--- src/rtl/dut_bus_source.sv ---
// Memory-mapped byte source: a producer pushes bytes over valid/ready, the CPU drains them
// through a DATA register and observes occupancy/underflow through a STATUS register.
module dut_bus_source #(
    parameter int DEPTH = 16,
    parameter int CW    = $clog2(DEPTH) + 1
) (
    input  logic        clk,
    input  logic        reset,
    input  logic [29:0] addr,
    input  logic        re,
    output logic [31:0] rd,
    input  logic        we,
    input  logic [31:0] wd,
    input  logic        in_valid,
    input  logic [7:0]  in_data,
    output logic        in_ready
);

    localparam int AW = $clog2(DEPTH);

    logic [7:0]    r_mem [DEPTH];
    logic [AW-1:0] r_wr_ptr;
    logic [AW-1:0] r_rd_ptr;
    logic [CW-1:0] r_count;
    logic          r_underflow;
    logic          r_re_data_q;

    logic w_empty;
    logic w_full;
    logic w_data_rd;
    logic w_first_rd;
    logic w_push;
    logic w_pop;
    logic w_flush;
    logic w_uf_set;
    logic w_uf_clr;
    logic w_unused;

    assign w_empty    = (r_count == '0);
    assign w_full     = (r_count == CW'(DEPTH));
    assign in_ready   = !w_full && !reset;
    assign w_push     = in_valid && in_ready;

    // Only the first cycle of a (possibly multicycle) DATA load consumes a byte.
    assign w_data_rd  = re && !addr[2];
    assign w_first_rd = w_data_rd && !r_re_data_q;
    assign w_flush    = we && addr[2] && wd[0];
    assign w_uf_clr   = we && addr[2] && wd[2];
    assign w_pop      = w_first_rd && !w_empty && !w_flush;
    assign w_uf_set   = w_first_rd && w_empty;
    assign w_unused   = ^{addr[29:3], addr[1:0], wd[31:3], wd[1]};

    always_ff @(posedge clk) begin
        if (reset) begin
            r_wr_ptr    <= '0;
            r_rd_ptr    <= '0;
            r_count     <= '0;
            r_underflow <= 1'b0;
            r_re_data_q <= 1'b0;
        end else begin
            r_re_data_q <= w_data_rd;
            if (w_push) begin
                r_wr_ptr <= r_wr_ptr + AW'(1);
            end
            // Flush moves the head to the old write pointer, so a same-cycle push becomes the head.
            if (w_flush) begin
                r_rd_ptr <= r_wr_ptr;
            end else if (w_pop) begin
                r_rd_ptr <= r_rd_ptr + AW'(1);
            end
            if (w_flush) begin
                r_count <= w_push ? CW'(1) : '0;
            end else if (w_push && !w_pop) begin
                r_count <= r_count + CW'(1);
            end else if (!w_push && w_pop) begin
                r_count <= r_count - CW'(1);
            end
            if (w_uf_set) begin
                r_underflow <= 1'b1;
            end else if (w_uf_clr) begin
                r_underflow <= 1'b0;
            end
        end
    end

    always_ff @(posedge clk) begin
        if (w_push) begin
            r_mem[r_wr_ptr] <= in_data;
        end
    end

    always_comb begin
        rd = '0;
        if (addr[2]) begin
            rd[0]    = w_empty;
            rd[1]    = w_full;
            rd[2]    = r_underflow;
            rd[15:8] = 8'(r_count);
        end else if (!w_empty) begin
            rd = {23'b0, 1'b1, r_mem[r_rd_ptr]};
        end
    end

endmodule
--- config.mk ---
export PLATFORM = sky130hd
export DESIGN_NAME = dut_bus_source
export DESIGN_NICKNAME = d
export VERILOG_FILES = /design/src/rtl/dut_bus_source.sv
export SDC_FILE = /design/constraint.sdc
export NUM_CORES = 1
export LEC_CHECK = 0
export BUFFER_PORTS_ARGS = -buffer_cell sky130_fd_sc_hd__clkbuf_2
export CAP_MARGIN = 20
export CORE_MARGIN = 2
export CORE_UTILIZATION = 56
export CTS_CLUSTER_SIZE = 20
export DETAILED_ROUTE_END_ITERATION = 6
export PLACE_DENSITY = 0.9
export SLEW_MARGIN = 20
export SYNTH_ARGS = -nofsm -noshare
export SYNTH_HDL_FRONTEND = slang
export SYNTH_SLANG_ARGS = --single-unit
--- constraint.sdc ---
create_clock -name clk -period 3.5 [get_ports clk]
set_input_delay 0.7 -clock clk [delete_from_list [all_inputs] [get_ports clk]]
set_output_delay 0.7 -clock clk [all_outputs]
set_load 0.03 [all_outputs]
-- Word level (Yosys, flattened, before mapping)
Memories as Yosys holds them, arrays and structs flattened. A register that Yosys moved wholly into a read port is not among the register bits.
Index checks and enable logic that the tools add are counted.
- $add $sub $neg: 4
- equal/unequal tests: 1
- muxes and demuxes: 17
- reduce and logical (&&, ||, !) cells: 24
- operators by type and width (operator ; number):
    5-bit 2-to-1 mux ; 4
    16-bit 2-to-1 mux ; 1
    4-bit 2-to-1 mux ; 4
    1-bit logical AND ; 12
    9-bit 2-to-1 mux ; 1
    4-bit by 1-bit adder with 4-bit output (second input constant) ; 2
    1-bit zero test ; 8
    8-bit 2-to-1 mux ; 1
    5-bit by 1-bit adder with 5-bit output (second input constant) ; 1
    5-bit equality test (second input constant) ; 1
    5-bit zero test ; 1
    1-bit 2-to-1 mux ; 5
    5-bit by 1-bit subtractor with 5-bit output (second input constant) ; 1
    2-bit nonzero test ; 2
    3-bit 2-to-1 mux ; 1
    3-bit nonzero test ; 1
- bits in registers: 15
- RAM bits: 128
- input bits: 75
- output and inout port bits: 33
- word-level logic and storage cells: 52
- memories: 1
- memories (name ; depth ; width ; read ports ; clocked after Yosys merged registers in ; write ports ; RTL line ; source):
    r_mem ; 16 ; 8 ; 1 ; 1 ; 1 ; 21 ; logic [7:0] r_mem [DEPTH];

-- Logic depth before layout (Yosys ltp)
- depth in word-level cells: 9
- depth in mapped cells: 10
- mapped depth without buffers: 9

-- Worst setup path before layout
Ideal clock, no wire load.
- path type: input to register
- start point: in reset
- end point: reg r_count[4]
- library setup time: 0.096 ns
- data arrival time: 2.725 ns
- required time: 3.404 ns
- path slack: 0.679 ns
- stages on the path: 8
- cells stage by stage: nand2b_1 -> a21oi_1 -> nand2_1 -> fa_1 -> a21o_1 -> a21oi_1 -> mux2_2 -> o41ai_2
- cells in the longest elaborated chain, start to end: 6
- elaborated cells on any way between the ends: 9
- those cells by class: mux: 2; reduce/logical: 7
- RTL lines (element ; RTL line ; source):
    start, declared ; 8 ; input logic reset,
    1-bit zero test ; 41 ; assign in_ready = !w_full && !reset;
    1-bit logical AND ; 41 ;
    1-bit logical AND ; 42 ; assign w_push = in_valid && in_ready;
    1-bit logical AND / 1-bit zero test (equally long branches) ; 73, 75 ;
    5-bit 2-to-1 mux / 1-bit logical AND (equally long branches) ; 73, 75 ;
    5-bit 2-to-1 mux / 3-bit nonzero test (equally long branches) ; n/a ;
    end signal, assigned ; 72 ; r_count <= w_push ? CW'(1) : '0;
    end signal, assigned ; 74 ; r_count <= r_count + CW'(1);
    end signal, assigned ; 76 ; r_count <= r_count - CW'(1);
    end, declared ; 24 ; logic [CW-1:0] r_count;
Several ways; a longest one is shown, not always the timed one.
A chain may end at the register's enable or synchronous reset.

==> report_table.html <==
<table>
<tr><th>Metric</th><th>Value</th></tr>
<tr><th colspan="2">Outcome</th></tr>
<tr><td>Status</td><td>finished, final reports clean</td></tr>
<tr><th colspan="2">Logic synthesis</th></tr>
<tr><td>Prevailing post-synth register cell</td><td>sky130_fd_sc_hd__edfxtp_1</td></tr>
<tr><td>Post-synthesis register bit count</td><td>roughly 150</td></tr>
<tr><td>Syn Std Cell Area</td><td>6200 sq um</td></tr>
<tr><td>Synth top area share</td><td>62.0%</td></tr>
<tr><td>Cell count after synthesis</td><td>362</td></tr>
<tr><td>Number of enable flip-flop cells after synthesis</td><td>128</td></tr>
<tr><td>Synth area leader</td><td>sky130_fd_sc_hd__edfxtp_1</td></tr>
<tr><td>Ranking of synthesized cells by area</td><td>sky130_fd_sc_hd__edfxtp_1 62%, sky130_fd_sc_hd__mux4_2 13%, sky130_fd_sc_hd__dfxtp_1 6.1%</td></tr>
<tr><td>Ys async rst share</td><td>0%</td></tr>
<tr><td>Sequential element share of the synthesized area</td><td>68.1%</td></tr>
<tr><td>Top cells by count, synth</td><td>128 x sky130_fd_sc_hd__edfxtp_1, 35 x sky130_fd_sc_hd__mux4_2, 25 x sky130_fd_sc_hd__nor2_1</td></tr>
<tr><td>Top-count cell post-synth</td><td>sky130_fd_sc_hd__edfxtp_1</td></tr>
<tr><td>Avg Synthesized Cell Area</td><td>17.1 sq um</td></tr>
<tr><td>Yosys warning total</td><td>0</td></tr>
<tr><td>Unique cell type count in the Yosys netlist</td><td>45</td></tr>
<tr><th colspan="2">Detailed routing</th></tr>
<tr><td>Number of search-and-repair iterations in the first detailed-routing pass</td><td>6</td></tr>
<tr><td>DRT Wirelength</td><td>13200 um</td></tr>
<tr><td>Antenna-violating nets left</td><td>0</td></tr>
<tr><td>Post-DR wirelength/cell</td><td>23.6 um</td></tr>
<tr><td>Detailed Route Iter0 Violations</td><td>about 370</td></tr>
<tr><td>DR vias/cell</td><td>6.25</td></tr>
<tr><td>Via count</td><td>~3500</td></tr>
<tr><td># DRC</td><td>0</td></tr>
<tr><th colspan="2">CTS</th></tr>
<tr><td>Clock Latency Late Sink</td><td>about 0.52 ns</td></tr>
<tr><td>Clock-pin slew reported for the worst setup and hold paths after clock tree synthesis</td><td>0.06 ns</td></tr>
<tr><td>H-tree level count</td><td>4</td></tr>
<tr><td>Clock net sink count</td><td>147</td></tr>
<tr><td>Number of buffers inserted by hold repair at cts</td><td>0</td></tr>
<tr><td>CTS tree</td><td>done</td></tr>
<tr><td>Clock Tree Root</td><td>sky130_fd_sc_hd__clkbuf_8</td></tr>
<tr><td>Max Buffers Root-to-Sink</td><td>2</td></tr>
<tr><td>CTS buffer count</td><td>17</td></tr>
<tr><th colspan="2">Timing</th></tr>
<tr><td>Slew Viols, Final</td><td>0</td></tr>
<tr><td>Summed negative setup slack over all endpoints</td><td>0 ns</td></tr>
<tr><td>Endpoints failing hold</td><td>0</td></tr>
<tr><td>Period utilisation layout</td><td>94.4%</td></tr>
<tr><td>Slew HR</td><td>a little over a third</td></tr>
<tr><td>Smallest setup slack after layout</td><td>0.197 ns</td></tr>
<tr><td>Transition time at the pin with the least slew margin</td><td>0.972 ns</td></tr>
<tr><td>Hold WS</td><td>about 0.43 ns</td></tr>
<tr><td>RSZ-0062 raised after global routing</td><td>false</td></tr>
<tr><td>Maximum frequency from static timing analysis</td><td>roughly 300 MHz</td></tr>
<tr><td>Shortest period the worst path allows</td><td>3.30 ns</td></tr>
<tr><td>Worst Skew</td><td>roughly 0.011 ns</td></tr>
<tr><td>Total setup violations reported at the end of the flow</td><td>0</td></tr>
<tr><th colspan="2">Power and ir drop</th></tr>
<tr><td>Cell internal power dissipation</td><td>~3.3 mW</td></tr>
<tr><td>Worst vdd ir</td><td>0.000406 V</td></tr>
<tr><td>Part of the power in the clock network</td><td>39.8%</td></tr>
<tr><td>Sw power</td><td>between 1 and 1.5 mW</td></tr>
<tr><td>Part of the power in registers</td><td>between 40% and 50%</td></tr>
<tr><td>Net Sw Frac</td><td>26.7%</td></tr>
<tr><td>Proportion of power drawn by combinational gates</td><td>between 10% and 20%</td></tr>
<tr><td>PnR Total Power</td><td>4.56 mW</td></tr>
<tr><td>Power density normalized to cell area</td><td>646 nW/um^2</td></tr>
<tr><td>Leakage</td><td>roughly 2.4 nW</td></tr>
<tr><th colspan="2">Min path</th></tr>
<tr><td>Hold EP</td><td>r_re_data_q</td></tr>
<tr><td>Startpoint of the lowest-slack hold path</td><td>re</td></tr>
<tr><td>Worst hold path class</td><td>in -&gt; reg</td></tr>
<tr><td>Hold path cells</td><td>2</td></tr>
<tr><th colspan="2">Cells and area</th></tr>
<tr><td>Fraction of layout instances using a drive strength above 1</td><td>between 20% and 30%</td></tr>
<tr><td># diodes</td><td>0</td></tr>
<tr><td>Final layout net count</td><td>489</td></tr>
<tr><td>Util after Layout</td><td>65.1%</td></tr>
<tr><td>Number of non-filler instances in the completed layout</td><td>557</td></tr>
<tr><td>Synthesis-to-finish area growth</td><td>13.8%</td></tr>
<tr><td>Final instance area</td><td>7050 sq um</td></tr>
<tr><th colspan="2">Floorplan</th></tr>
<tr><td>Number of core rows</td><td>38</td></tr>
<tr><td>Die height</td><td>109 um</td></tr>
<tr><td>Area of the die</td><td>11900 sq um</td></tr>
<tr><td>Core footprint</td><td>~11000 sq um</td></tr>
<tr><td>Initial core utilization</td><td>57.2%</td></tr>
<tr><td>Top-level port count</td><td>108</td></tr>
<tr><td>Die X-Extent</td><td>around 110 um</td></tr>
<tr><th colspan="2">Setup path</th></tr>
<tr><td>Internal reg-to-reg setup slack</td><td>around 0.44 ns</td></tr>
<tr><td>Crit Path Max Fanout</td><td>16</td></tr>
<tr><td>Most frequent cell on the critical path</td><td>sky130_fd_sc_hd__a211oi_1</td></tr>
<tr><td>Worst R2R Start</td><td>r_count[0]</td></tr>
<tr><td>Worst Reg-to-Reg Cells</td><td>8</td></tr>
<tr><td>Endpoint class of the critical path</td><td>primary output</td></tr>
<tr><td>Worst r2r dst</td><td>r_count[4]</td></tr>
<tr><td>Cells along the critical path</td><td>buf_4 &gt; mux4_2 &gt; nor2b_1 &gt; a211oi_1 &gt; a211oi_1 &gt; clkbuf_2</td></tr>
<tr><td>Arrival time at the worst endpoint</td><td>2.60 ns</td></tr>
<tr><td>Combined buffer and inverter count along the critical path</td><td>2</td></tr>
<tr><td>Max incr delay on CP</td><td>between 0.5 and 0.6 ns</td></tr>
<tr><td>Delay-heaviest family, CP</td><td>flip-flops</td></tr>
<tr><td>Critical path data required time</td><td>2.80 ns</td></tr>
<tr><td>Kind of critical path</td><td>reg -&gt; out</td></tr>
<tr><td>Cell with the biggest individual delay on the critical path</td><td>sky130_fd_sc_hd__dfxtp_4</td></tr>
<tr><td>Type of origin of the critical path</td><td>flop</td></tr>
<tr><th colspan="2">Global route</th></tr>
<tr><td>Via count of the first global-routing pass</td><td>3460</td></tr>
<tr><td>Global-route wire length before repair</td><td>20000 um</td></tr>
<tr><td>GRT Resource Usage Total</td><td>23.5%</td></tr>
<tr><td>Number of antenna violations at the first check in global routing</td><td>0</td></tr>
<tr><td>GRT Residual Overflow</td><td>0</td></tr>
<tr><td>Pin count of the biggest net entering global routing</td><td>21</td></tr>
<tr><th colspan="2">Placement</th></tr>
<tr><td>Final HPWL DP</td><td>a little under 8000 um</td></tr>
<tr><td>Port Buffers</td><td>29</td></tr>
<tr><td>Total instance count after detailed placement</td><td>525</td></tr>
<tr><td>RD Place Congestion</td><td>0.800</td></tr>
<tr><td>Placed standard-cell area</td><td>6460 sq um</td></tr>
<tr><td>Worst slack after detailed placement</td><td>roughly 0.57 ns</td></tr>
<tr><th colspan="2">Run</th></tr>
<tr><td>Max-Cap Viols</td><td>0</td></tr>
</table>
timing repair:
item,in CTS,in global routing
gates resized for setup,1,1
hold endpoints to repair,0,0
endpoints found under the setup margin,1,3
buffers inserted,0,0
flip-flops by register name (all words and copies together), names as in the netlist, named ones only:
signal / cells
r_underflow: 1
r_mem: 128
r_re_data_q: 1
r_count: 5
r_rd_ptr: 4
r_wr_ptr: 4
layer usage:
layer / share of wire, % / vias up / GRT usage [%] / wire length, um
met5: 0 / - / 0 / 0
met4: 2.4 / 0 / 7.96 / 312
met3: 8.2 / 36 / 6.58 / 1080
met2: 51 / 230 / 38.5 / 6710
met1: 38 / 1746 / 30.6 / 5060
li1: - / 1467 / - / -
worst max path at each step:
stage	start	to	slack [ns]	cells after the start
final	flop	rd[3]	0.20	6
after global routing	flop	rd[6]	0.07	6
after CTS	flop	rd[3]	0.07	6
after detailed placement	flop	rd[7]	0.57	6
after global placement	flop	rd[2]	0.63	4
after floorplan	reset	r_count[4]	0.68	8
power groups by stage:
stage	Combinational, mW	Clock [mW]	Sequential [mW]
2_1_floorplan	0.572	0	2.01
3_3_place_gp	0.659	0	2.05
5_1_grt	0.772	1.90	2.03
4_1_cts	0.719	1.83	2.02
3_5_place_dp	0.690	0	2.06
6_report	0.722	1.82	2.02
layout by cell type (no fill, tap or decap), drive strengths merged, types with 2 or more instances in the layout:
cell type,n
a21oi,9
nand3,5
inv,10
o21ai,3
buf,15
ha,9
a22oi,2
nor2b,5
nor2,25
clkinv,3
nand2b,7
a211oi,12
dfxtp,19
o32ai,3
clkinvlp,2
mux4,35
conb,19
nor3b,3
nor3,7
clkbuf,48
xnor2,4
nand2,12
bufinv,3
edfxtp,128
mux2i,6
and2,5
xor2,3
kinds of logic (layout without fill, tap and decap cells):
group                    after synthesis  after routing  share of synthesized area, %
buffers and inverters                 44             81                          4.24
other                                  1             19                        0.0605
AO/OA/AOI/OAI                         37             37                          4.60
adder cells (fa/ha/maj)               10             10                          2.14
XOR/XNOR                               7              7                         0.989
multiplexers                          42             42                          13.9
flip-flops                           147            147                          68.1
AND/OR/NAND/NOR                       74             74                          5.95
worst reg2reg max path, stage by stage, from the launching register on:
cell	delay, ns
sky130_fd_sc_hd__dfxtp_1	0.38
sky130_fd_sc_hd__or4_4	0.61
sky130_fd_sc_hd__o21ai_4	0.22
sky130_fd_sc_hd__nand2_1	0.22
sky130_fd_sc_hd__fa_1	0.47
sky130_fd_sc_hd__a21o_1	0.20
sky130_fd_sc_hd__a21oi_1	0.30
sky130_fd_sc_hd__mux2_2	0.39
sky130_fd_sc_hd__o41ai_2	0.18
final cells by class:
type	count	area, sq um
clock inverter	13	171
inverter	5	18.8
tap	140	175
sequential	147	4230
timing repair buffer	44	258
multi-input combinational	189	1780
clock buffer	19	422
fill	670	3790
(Power assumes the default switching activity.)
